File: src/rtl/traffic_pkg.sv
// rtl/traffic_pkg.sv - shared phase codes, lamp encodings and lamp decode for traffic_phase_ctrl
//
// Contents:
//   state_t      - phase state codes (MAIN_GRN=0 .. CLR_B=5; 6 and 7 are illegal)
//   RED/GREEN/YELLOW - 3-bit one-hot lamp encodings
//   lamp_pair_t  - main and side lamp group pair
//   lamps_for()  - maps a phase state to its lamp pair

package traffic_pkg;

  typedef enum logic [2:0] {
    MAIN_GRN = 3'd0,
    MAIN_YEL = 3'd1,
    CLR_A    = 3'd2,
    SIDE_GRN = 3'd3,
    SIDE_YEL = 3'd4,
    CLR_B    = 3'd5
  } state_t;

  localparam logic [2:0] RED    = 3'b100;
  localparam logic [2:0] GREEN  = 3'b010;
  localparam logic [2:0] YELLOW = 3'b001;

  typedef struct packed {
    logic [2:0] main_lamp;
    logic [2:0] side_lamp;
  } lamp_pair_t;

  // Illegal codes show all-red so both groups stay one-hot and conflict-free
  // for the single cycle before the FSM recovers to MAIN_GRN.
  function automatic lamp_pair_t lamps_for(input state_t s);
    lamp_pair_t l;
    case (s)
      MAIN_GRN: l = '{main_lamp: GREEN,  side_lamp: RED};
      MAIN_YEL: l = '{main_lamp: YELLOW, side_lamp: RED};
      SIDE_GRN: l = '{main_lamp: RED,    side_lamp: GREEN};
      SIDE_YEL: l = '{main_lamp: RED,    side_lamp: YELLOW};
      default:  l = '{main_lamp: RED,    side_lamp: RED};
    endcase
    return l;
  endfunction

endpackage

File: src/rtl/phase_timer.sv
// rtl/phase_timer.sv - loadable down-counter that times each traffic phase
//
// Ports:
//   clk      - rising-edge clock
//   rst_n    - synchronous active-low reset, counter takes RST_VAL
//   load     - load load_val on this edge (wins over counting)
//   load_val - value loaded, duration minus one
//   zero     - counter is at zero

module phase_timer #(
  parameter int unsigned          CNT_W   = 4,
  parameter logic [CNT_W-1:0]     RST_VAL = '0
) (
  input  logic             clk,
  input  logic             rst_n,
  input  logic             load,
  input  logic [CNT_W-1:0] load_val,
  output logic             zero
);

  logic [CNT_W-1:0] cnt;

  // Counts down while nonzero, then parks at zero until the next load.
  always_ff @(posedge clk) begin
    if (!rst_n) begin
      cnt <= RST_VAL;
    end else if (load) begin
      cnt <= load_val;
    end else if (cnt != '0) begin
      cnt <= cnt - CNT_W'(1);
    end
  end

  assign zero = (cnt == '0);

endmodule

File: src/rtl/traffic_phase_ctrl.sv
// rtl/traffic_phase_ctrl.sv - two-road intersection phase sequencer with pedestrian walk
//
// Ports:
//   clk        - rising-edge clock
//   rst_n      - synchronous active-low reset, returns to main green
//   side_car   - side-road vehicle present (level)
//   ped_req    - pedestrian button, sampled every cycle
//   main_light - main-road lamps, one-hot red/green/yellow = 100/010/001
//   side_light - side-road lamps, same encoding
//   walk       - pedestrian walk lamp
//   ped_ack    - one-cycle pulse when a latched pedestrian request is served
//   phase      - current state code

module traffic_phase_ctrl
  import traffic_pkg::*;
#(
  parameter int unsigned CNT_W      = 4,
  parameter int unsigned T_MAIN_MIN = 8,
  parameter int unsigned T_SIDE     = 6,
  parameter int unsigned T_YEL      = 2,
  parameter int unsigned T_CLR      = 1
) (
  input  logic       clk,
  input  logic       rst_n,
  input  logic       side_car,
  input  logic       ped_req,
  output logic [2:0] main_light,
  output logic [2:0] side_light,
  output logic       walk,
  output logic       ped_ack,
  output logic [2:0] phase
);

  state_t           state;
  state_t           state_nxt;
  logic             timer_zero;
  logic             timer_load;
  logic [CNT_W-1:0] timer_val;
  logic             enter_side;
  logic             ped_pend;
  logic             walk_en;
  logic             ped_ack_q;
  lamp_pair_t       lamps;

  // Timer preload for the state being entered.
  function automatic logic [CNT_W-1:0] dwell_m1(input state_t s);
    case (s)
      MAIN_YEL, SIDE_YEL: return CNT_W'(T_YEL - 1);
      CLR_A, CLR_B:       return CNT_W'(T_CLR - 1);
      SIDE_GRN:           return CNT_W'(T_SIDE - 1);
      default:            return CNT_W'(T_MAIN_MIN - 1);
    endcase
  endfunction

  always_ff @(posedge clk) begin
    if (!rst_n) begin
      state <= MAIN_GRN;
    end else begin
      state <= state_nxt;
    end
  end

  always_comb begin
    state_nxt = state;
    case (state)
      // Main green is the rest state: it only yields once the minimum
      // dwell has elapsed and someone is actually waiting.
      MAIN_GRN: if (timer_zero && (side_car || ped_pend)) state_nxt = MAIN_YEL;
      MAIN_YEL: if (timer_zero) state_nxt = CLR_A;
      CLR_A:    if (timer_zero) state_nxt = SIDE_GRN;
      SIDE_GRN: if (timer_zero) state_nxt = SIDE_YEL;
      SIDE_YEL: if (timer_zero) state_nxt = CLR_B;
      CLR_B:    if (timer_zero) state_nxt = MAIN_GRN;
      default:  state_nxt = MAIN_GRN;
    endcase
  end

  // Every state change reloads the timer, including recovery from an
  // illegal code, so each entered state gets its full dwell.
  assign timer_load = (state_nxt != state);
  assign timer_val  = dwell_m1(state_nxt);
  assign enter_side = (state_nxt == SIDE_GRN) && (state != SIDE_GRN);

  phase_timer #(
    .CNT_W   (CNT_W),
    .RST_VAL (CNT_W'(T_MAIN_MIN - 1))
  ) u_phase_timer (
    .clk      (clk),
    .rst_n    (rst_n),
    .load     (timer_load),
    .load_val (timer_val),
    .zero     (timer_zero)
  );

  // Requests during side green/yellow are dropped: that side phase is
  // already committed and the crossing cannot be offered mid-phase.
  // Clearing on side-green entry takes priority over a same-edge request.
  always_ff @(posedge clk) begin
    if (!rst_n) begin
      ped_pend  <= 1'b0;
      walk_en   <= 1'b0;
      ped_ack_q <= 1'b0;
    end else begin
      ped_ack_q <= enter_side && ped_pend;
      if (enter_side) begin
        walk_en  <= ped_pend;
        ped_pend <= 1'b0;
      end else if (ped_req && (state != SIDE_GRN) && (state != SIDE_YEL)) begin
        ped_pend <= 1'b1;
      end
    end
  end

  assign lamps      = lamps_for(state);
  assign main_light = lamps.main_lamp;
  assign side_light = lamps.side_lamp;
  assign walk       = (state == SIDE_GRN) && walk_en;
  assign ped_ack    = ped_ack_q;
  assign phase      = state;

endmodule

File: config.mk
export PLATFORM = sky130hd
export DESIGN_NAME = traffic_phase_ctrl
export DESIGN_NICKNAME = d
export VERILOG_FILES = /design/src/rtl/traffic_pkg.sv /design/src/rtl/phase_timer.sv /design/src/rtl/traffic_phase_ctrl.sv
export SDC_FILE = /design/constraint.sdc
export NUM_CORES = 1
export LEC_CHECK = 0
export ABC_AREA = 1
export BUFFER_PORTS_ARGS = -buffer_cell sky130_fd_sc_hd__buf_2
export CELL_PAD_IN_SITES_DETAIL_PLACEMENT = 1
export CELL_PAD_IN_SITES_GLOBAL_PLACEMENT = 2
export CORE_MARGIN = 8
export CORE_UTILIZATION = 28
export DETAILED_ROUTE_END_ITERATION = 10
export PLACE_DENSITY_LB_ADDON = 0.1
export SYNTH_ARGS = -nofsm -noshare
export SYNTH_HDL_FRONTEND = slang
export SYNTH_SLANG_ARGS = --single-unit
File: constraint.sdc
create_clock -name clk -period 1.71 [get_ports clk]
set_input_delay 0.2565 -clock clk [delete_from_list [all_inputs] [get_ports clk]]
set_output_delay 0.2565 -clock clk [all_outputs]
set_load 0.005 [all_outputs]
==> flow_metrics.py, run 1 <==
metrics = {
    "cts": {
        "cts.sinks": 10,
        "holdBufCountCts": 0,
        "cts.path.max_buffers": 2,
        "cts_tree": "built",
        "postCtsSetupBuffers": 0,
        "cts_buffers": 3,
        "htree_levels": 1,
        "clkTransAtPathRegs_ps": 60,
        "root_buffer": "clkbuf_4",
        "insertion_delay_ps": 260,
    },
    "place": {
        "io_buffers": 14,
        "hpwl_mm": 1.474,
        "place.gp.congestion": 0.7655,
        "post-place-ws_ps": 139.3,
    },
    "finish": {
        "syn_to_final_growth_pct": 20.23,
        "fin_nets": 113,
        "insertedDiodeCount": 0,
        "drive_above_1_share_pct": 35.85,
        "fillCellCount": 293,
    },
    "timing": {
        "skew_ps": 2.041,
        "worst_pin_slew_ps": 281.8,
        "clock.fmax_mhz": 656.1,
        "relSlewSlack_pct": 81.19,
        "period_needed_ps": 1524,
        "worst_hold_slack_ps": 212.0,
        "hold_viol_final": 0,
        "fin_setup_tns_ps": 0,
        "rsz0062_at_grt": "no",
        "slew_viol_final": 0,
        "layout_setup_ws_ps": 185.7,
        "setup_viol": 0,
        "min_period_over_period_pct": 89.14,
    },
    "routing": {
        "antenna_left": 0,
        "route.detailed.drc": 0,
        "wl_per_cell_um": 13.48,
        "drtIter0Drc": 15,
        "drt_pass1_iterations": 4,
        "via_per_inst": 4.739,
        "num_vias": 635,
        "routed_wl_mm": 1.806,
    },
    "grt": {
        "first_global_vias": 645,
        "grt_overflow": 0,
        "track_usage_pct": 9.315,
        "antenna_found_initial": 0,
        "grt_pass1_wl_mm": 3.084,
        "grt_max_degree": 11,
    },
    "logic_synthesis": {
        "ys_ff_latch": 10,
        "ys_top_cells_by_area": "dfxtp_1 (30%), nand2_1 (11%), inv_1 (6.2%)",
        "async_flop_share_pct": 0,
        "synthDominantCellAreaShare_pct": 30.25,
        "syn_area_sq_um": 661.9,
        "synth.distinct_cells": 28,
        "synth_nets": 95,
        "avgSynthCellArea_sq_um": 7.354,
        "yosys.area.top_type": "dfxtp_1",
        "synth_edf_count": 0,
        "yosysMostFrequentCell": "nand2_1",
        "seq_area_frac_synth_pct": 30.25,
        "syn-instance-count": 90,
        "yosysWarningCount": 0,
        "yosys-top-cells-count": "nand2_1 (20), inv_1 (11), dfxtp_1 (10), nand3_1 (7), nor2_1 (7)",
        "synth-main-ff-cell": "dfxtp_1",
    },
    "floorplan": {
        "die_w_um": 64.62,
        "die_area_sq_um": 4176,
        "num_io_pins": 15,
        "core_sq_um": 2233,
        "num_rows": 17,
        "chipHeight_um": 64.62,
        "start_util_pct": 29.64,
    },
    "hold_path": {
        "holdPathEnd": "u_phase_timer.cnt[2]",
        "hold_depth": 2,
        "hold_path_class": "input pin to register",
        "holdCritStartpoint": "rst_n",
    },
    "worst_setup_path": {
        "crit_arrival_ps": 1680,
        "r2r-start": "u_phase_timer.cnt[1]",
        "path_max_fanout": 6,
        "r2r_slack_ps": 190,
        "critPathKind": "register to register",
        "timing.rr.end": "u_phase_timer.cnt[0]",
        "worst_setup_path_start_kind": "register",
        "critPathCaptureType": "register",
        "r2r_cells": 11,
        "required_ps": 1870,
    },
    "run_status": {
        "outcome": "completed",
    },
    "power": {
        "vdd_ir_drop_max_uv": 303.8,
        "p_leak_nw": 0.3951,
        "power_density_nw_per_um2": 586.2,
    },
    "flow_run": {
        "drv_cap": 0,
    },
}
==> cell usage in the layout (no fill, tap or decap), types with 2 or more instances in the layout <==
cell type  netlist  layout
nand2_1         20      20
buf_2            0      14
inv_1           11      11
dfxtp_1         10       8
nor2_1           7       7
nand3_1          7       7
nand4_1          4       4
nand2_2          3       3
clkbuf_4         0       3
nor2_2           2       2
inv_2            2       2
nor4_1           2       2
nor2_4           2       2
nand3_4          2       2
o211ai_1         2       2
a21oi_1          2       2
dfxtp_2          0       2
==> final cells by class <==
| type | count | area (sq um) | share of cell area (%) |
|---|---|---|---|
| inverters | 14 | 53.80 | 6.761 |
| repair buffers | 15 | 90.09 | 11.32 |
| flip-flops and latches | 10 | 202.7 | 25.47 |
| multi-input cells | 64 | 391.6 | 49.21 |
| clock buffers | 3 | 22.52 | 2.830 |
| well taps | 28 | 35.03 | 4.403 |
==> flip-flops by register name (all words and copies together), names as in the netlist <==
name / cells
ped_pend: 1
phase: 3
ped_ack: 1
walk_en: 1
u_phase_timer.cnt: 4
==> metal layers <==
layer | share of wire [%] | vias to the layer above | routed length [um] | global-route usage (%)
met5 | 0 | - | 0 | 0
met4 | 0.83 | 0 | 15 | 4.905
met3 | 3.9 | 2 | 71 | 1.890
met2 | 44 | 9 | 799 | 13.42
met1 | 51 | 298 | 919 | 12.66
li1 | - | 326 | - | -
==> worst max path at each step <==
| stage | start | to | slack (ps) | depth (start not counted) |
|---|---|---|---|---|
| 2_1_floorplan | u_phase_timer.cnt[0] | u_phase_timer.cnt[0] | 340 | 12 |
| 3_3_place_gp | u_phase_timer.cnt[1] | u_phase_timer.cnt[0] | 130 | 11 |
| 3_5_place_dp | u_phase_timer.cnt[1] | u_phase_timer.cnt[0] | 140 | 11 |
| 4_1_cts | phase[0] | side_light[2] | 7 | 4 |
| 5_1_grt | u_phase_timer.cnt[1] | u_phase_timer.cnt[2] | 50 | 11 |
| 6_report | u_phase_timer.cnt[1] | u_phase_timer.cnt[0] | 190 | 11 |
==> critical path, cell delays in order, from the launching register on <==
cell and delay (ps):
dfxtp_1 300, inv_1 90, ha_2 240, nand2_4 70
nor2_4 160, nand2_2 110, nand2_1 80, nand3_2 90
nand2_1 70, nand4_1 80, nand2_1 80, nand2_1 40
==> report_power, final <==
part	switching, mW	internal [mW]
Sequential	0.00532	0.241
Combinational	0.0353	0.0249
Clock	0.0784	0.0812
Total	0.119	0.347
==> per-stage QoR <==
| stage | instances | cell area [sq um] | total power [mW] | utilization, % |
|---|---|---|---|---|
| 4_1_cts | 134 | 790.8 | 0.4758 | 35.41 |
| 3_3_place_gp | 131 | 768.2 | 0.3120 | 34.40 |
| 6_report | 134 | 795.8 | 0.4665 | 35.63 |
| 3_5_place_dp | 131 | 768.2 | 0.3119 | 34.40 |
| 5_1_grt | 134 | 795.8 | 0.4927 | 35.63 |
| 2_1_floorplan | 90 | 661.9 | 0.2933 | - |
==> kinds of logic after synthesis <==
logic type	count (synthesis)	synth area share [%]
simple gates	54	47.45
xor+xnor	1	1.323
compound gates	8	8.127
buf+inv	16	10.96
fa+ha+maj	1	1.890
flops	10	30.25
==> timing repair <==
item	4_1_cts	5_1_grt
endpoints found under the hold margin	0	0
resized for setup	0	3
endpoints found under the setup margin	0	4
Power figures use the tool's default switching activity.
==> run 2: changes to the inputs <==
--- a/config.mk
+++ b/config.mk
@@ -9,7 +9,7 @@
 export BUFFER_PORTS_ARGS = -buffer_cell sky130_fd_sc_hd__buf_2
 export CELL_PAD_IN_SITES_DETAIL_PLACEMENT = 1
 export CELL_PAD_IN_SITES_GLOBAL_PLACEMENT = 2
-export CORE_MARGIN = 8
+export CORE_MARGIN = 3
 export CORE_UTILIZATION = 28
 export DETAILED_ROUTE_END_ITERATION = 10
 export PLACE_DENSITY_LB_ADDON = 0.1
==> run 2 against run 1 <==
Cell area up 2.0%. Wire length fell by 4.7%. Die area down 29%. Sequential power is essentially flat. Largest power group unchanged.
==> flow_metrics.py, run 2 (synthesis results as in run 1) <==
metrics = {
    "routing": {
        "antenna_left": 0,
        "via_per_inst": 4.772,
        "drt_pass1_iterations": 4,
        "num_vias": 649,
        "routed_wl_mm": 1.721,
        "drtIter0Drc": 9,
        "route.detailed.drc": 0,
        "wl_per_cell_um": 12.65,
    },
    "timing": {
        "setup_viol": 0,
        "hold_viol_final": 0,
        "skew_ps": 3.168,
        "fin_setup_tns_ps": 0,
        "clock.fmax_mhz": 643.3,
        "period_needed_ps": 1555,
        "relSlewSlack_pct": 81.26,
        "worst_hold_slack_ps": 212.0,
        "slew_viol_final": 0,
        "min_period_over_period_pct": 90.91,
        "rsz0062_at_grt": "no",
        "worst_pin_slew_ps": 280.7,
    },
    "finish": {
        "largest_reg_flops": 4,
        "final_cell_mix": "nand2_1 (20), buf_2 (14), inv_1 (11)",
        "final_common_cell": "nand2_1",
        "syn_to_final_growth_pct": 22.68,
        "design_area_sq_um": 812.0,
        "drive_above_1_share_pct": 38.53,
        "multi_input_area_sq_um": 391.6,
        "regArea_sq_um": 203.9,
        "insertedDiodeCount": 0,
        "fillCellCount": 278,
        "largest-register": "u_phase_timer.cnt",
        "fin_nets": 115,
    },
    "worst_setup_path": {
        "required_ps": 1450,
        "cp_slowest_cell": "dfxtp_2",
        "r2r-start": "u_phase_timer.cnt[0]",
        "critPathKind": "register to output port",
        "path_max_fanout": 10,
        "cp-startpoint": "phase[0]",
        "crit_arrival_ps": 1300,
        "worst_setup_path_start_kind": "register",
        "max_stage_delay_ps": 480,
        "critPathCaptureType": "output port",
        "path_cells": "inv_2, nor4_1, buf_2",
    },
    "grt": {
        "globalRouteMet1Util_pct": 20.16,
        "first_global_vias": 616,
        "grt_pass1_wl_mm": 2.925,
        "use_met2_pct": 19.29,
        "use_met3_pct": 3.270,
        "grt_max_degree": 11,
        "grt_overflow": 0,
        "track_usage_pct": 14.15,
        "grt.busiest_layer": "met1",
        "antenna_found_initial": 0,
    },
    "cts": {
        "htree_levels": 1,
        "clkTransAtPathRegs_ps": 80,
        "post_cts_resized": 1,
        "holdBufCountCts": 0,
        "postCtsSetupBuffers": 0,
        "cts.sinks": 10,
        "cts_buffers": 3,
        "cts_tree": "built",
        "insertion_delay_ps": 270,
        "cts.path.max_buffers": 2,
        "root_buffer": "clkbuf_4",
    },
    "power": {
        "power_density_nw_per_um2": 652.9,
        "p_leak_nw": 0.4093,
        "vdd_ir_drop_max_uv": 416.2,
    },
    "floorplan": {
        "start_util_pct": 31.49,
        "chipHeight_um": 54.62,
        "num_rows": 16,
        "die_area_sq_um": 2983,
        "num_io_pins": 15,
        "core_sq_um": 2102,
        "die_w_um": 54.62,
    },
    "place": {
        "place.gp.congestion": 0.7251,
        "io_buffers": 14,
        "place_area_sq_um": 769.5,
        "hpwl_mm": 1.423,
    },
    "hold_path": {
        "hold_path_class": "input pin to register",
        "holdCritStartpoint": "rst_n",
    },
    "flow_run": {
        "drv_cap": 0,
    },
    "run_status": {
        "outcome": "completed",
    },
}
run 2: cell types whose count changed in the layout (fill, tap and decap cells not counted):
cell and change:
buf_12 -1, buf_4 +3, clkbuf_8 +1, dfxtp_1 -1
dfxtp_2 +1
run 2: worst paths after layout:
check                    endpoint  depth (start not counted)  slack, ps
max                          walk                          3        160
min          u_phase_timer.cnt[2]                          2        210
max reg2reg  u_phase_timer.cnt[0]                         11        170
min reg2reg               walk_en                          2        520
run 2: metal layers:
layer	vias to the layer above	wire, um	part of all wire [%]
li1	333	-	-
met1	300	906	53
met2	11	727	42
met3	5	54	3.1
met4	0	33	1.9
met5	-	0	0
run 2: cell type report:
class / instances / share of cell area, %
multi-input cells: 64 / 48.23
repair buffers: 17 / 11.40
well taps: 27 / 4.160
clock buffers: 4 / 4.468
inverters: 14 / 6.626
flip-flops and latches: 10 / 25.12
run 2: report_power, final:
part	switching, mW	leakage [nW]	total (mW)	internal [mW]
sequential	0.00566	0.0832	0.247	0.241
clock	0.0947	0.0210	0.224	0.129
combinational	0.0351	0.305	0.0593	0.0242
total	0.135	0.409	0.530	0.395
run 2: critical path, delay by kind of cell (launching register included):
kind	cells	cell delay, ps
DFF	1	480
buffers and inverters	2	280
and+or+nand+nor	1	270
run 2: metrics by stage:
stage | worst slack, ps | cells | total power, mW | utilization [%]
2_1_floorplan | 343.7 | 90 | 0.2933 | -
3_3_place_gp | 87.31 | 132 | 0.3116 | 36.61
3_5_place_dp | 56.92 | 132 | 0.3109 | 36.61
4_1_cts | 31.88 | 136 | 0.5345 | 38.39
5_1_grt | 21.02 | 136 | 0.5634 | 38.63
6_report | 155.4 | 136 | 0.5302 | 38.63
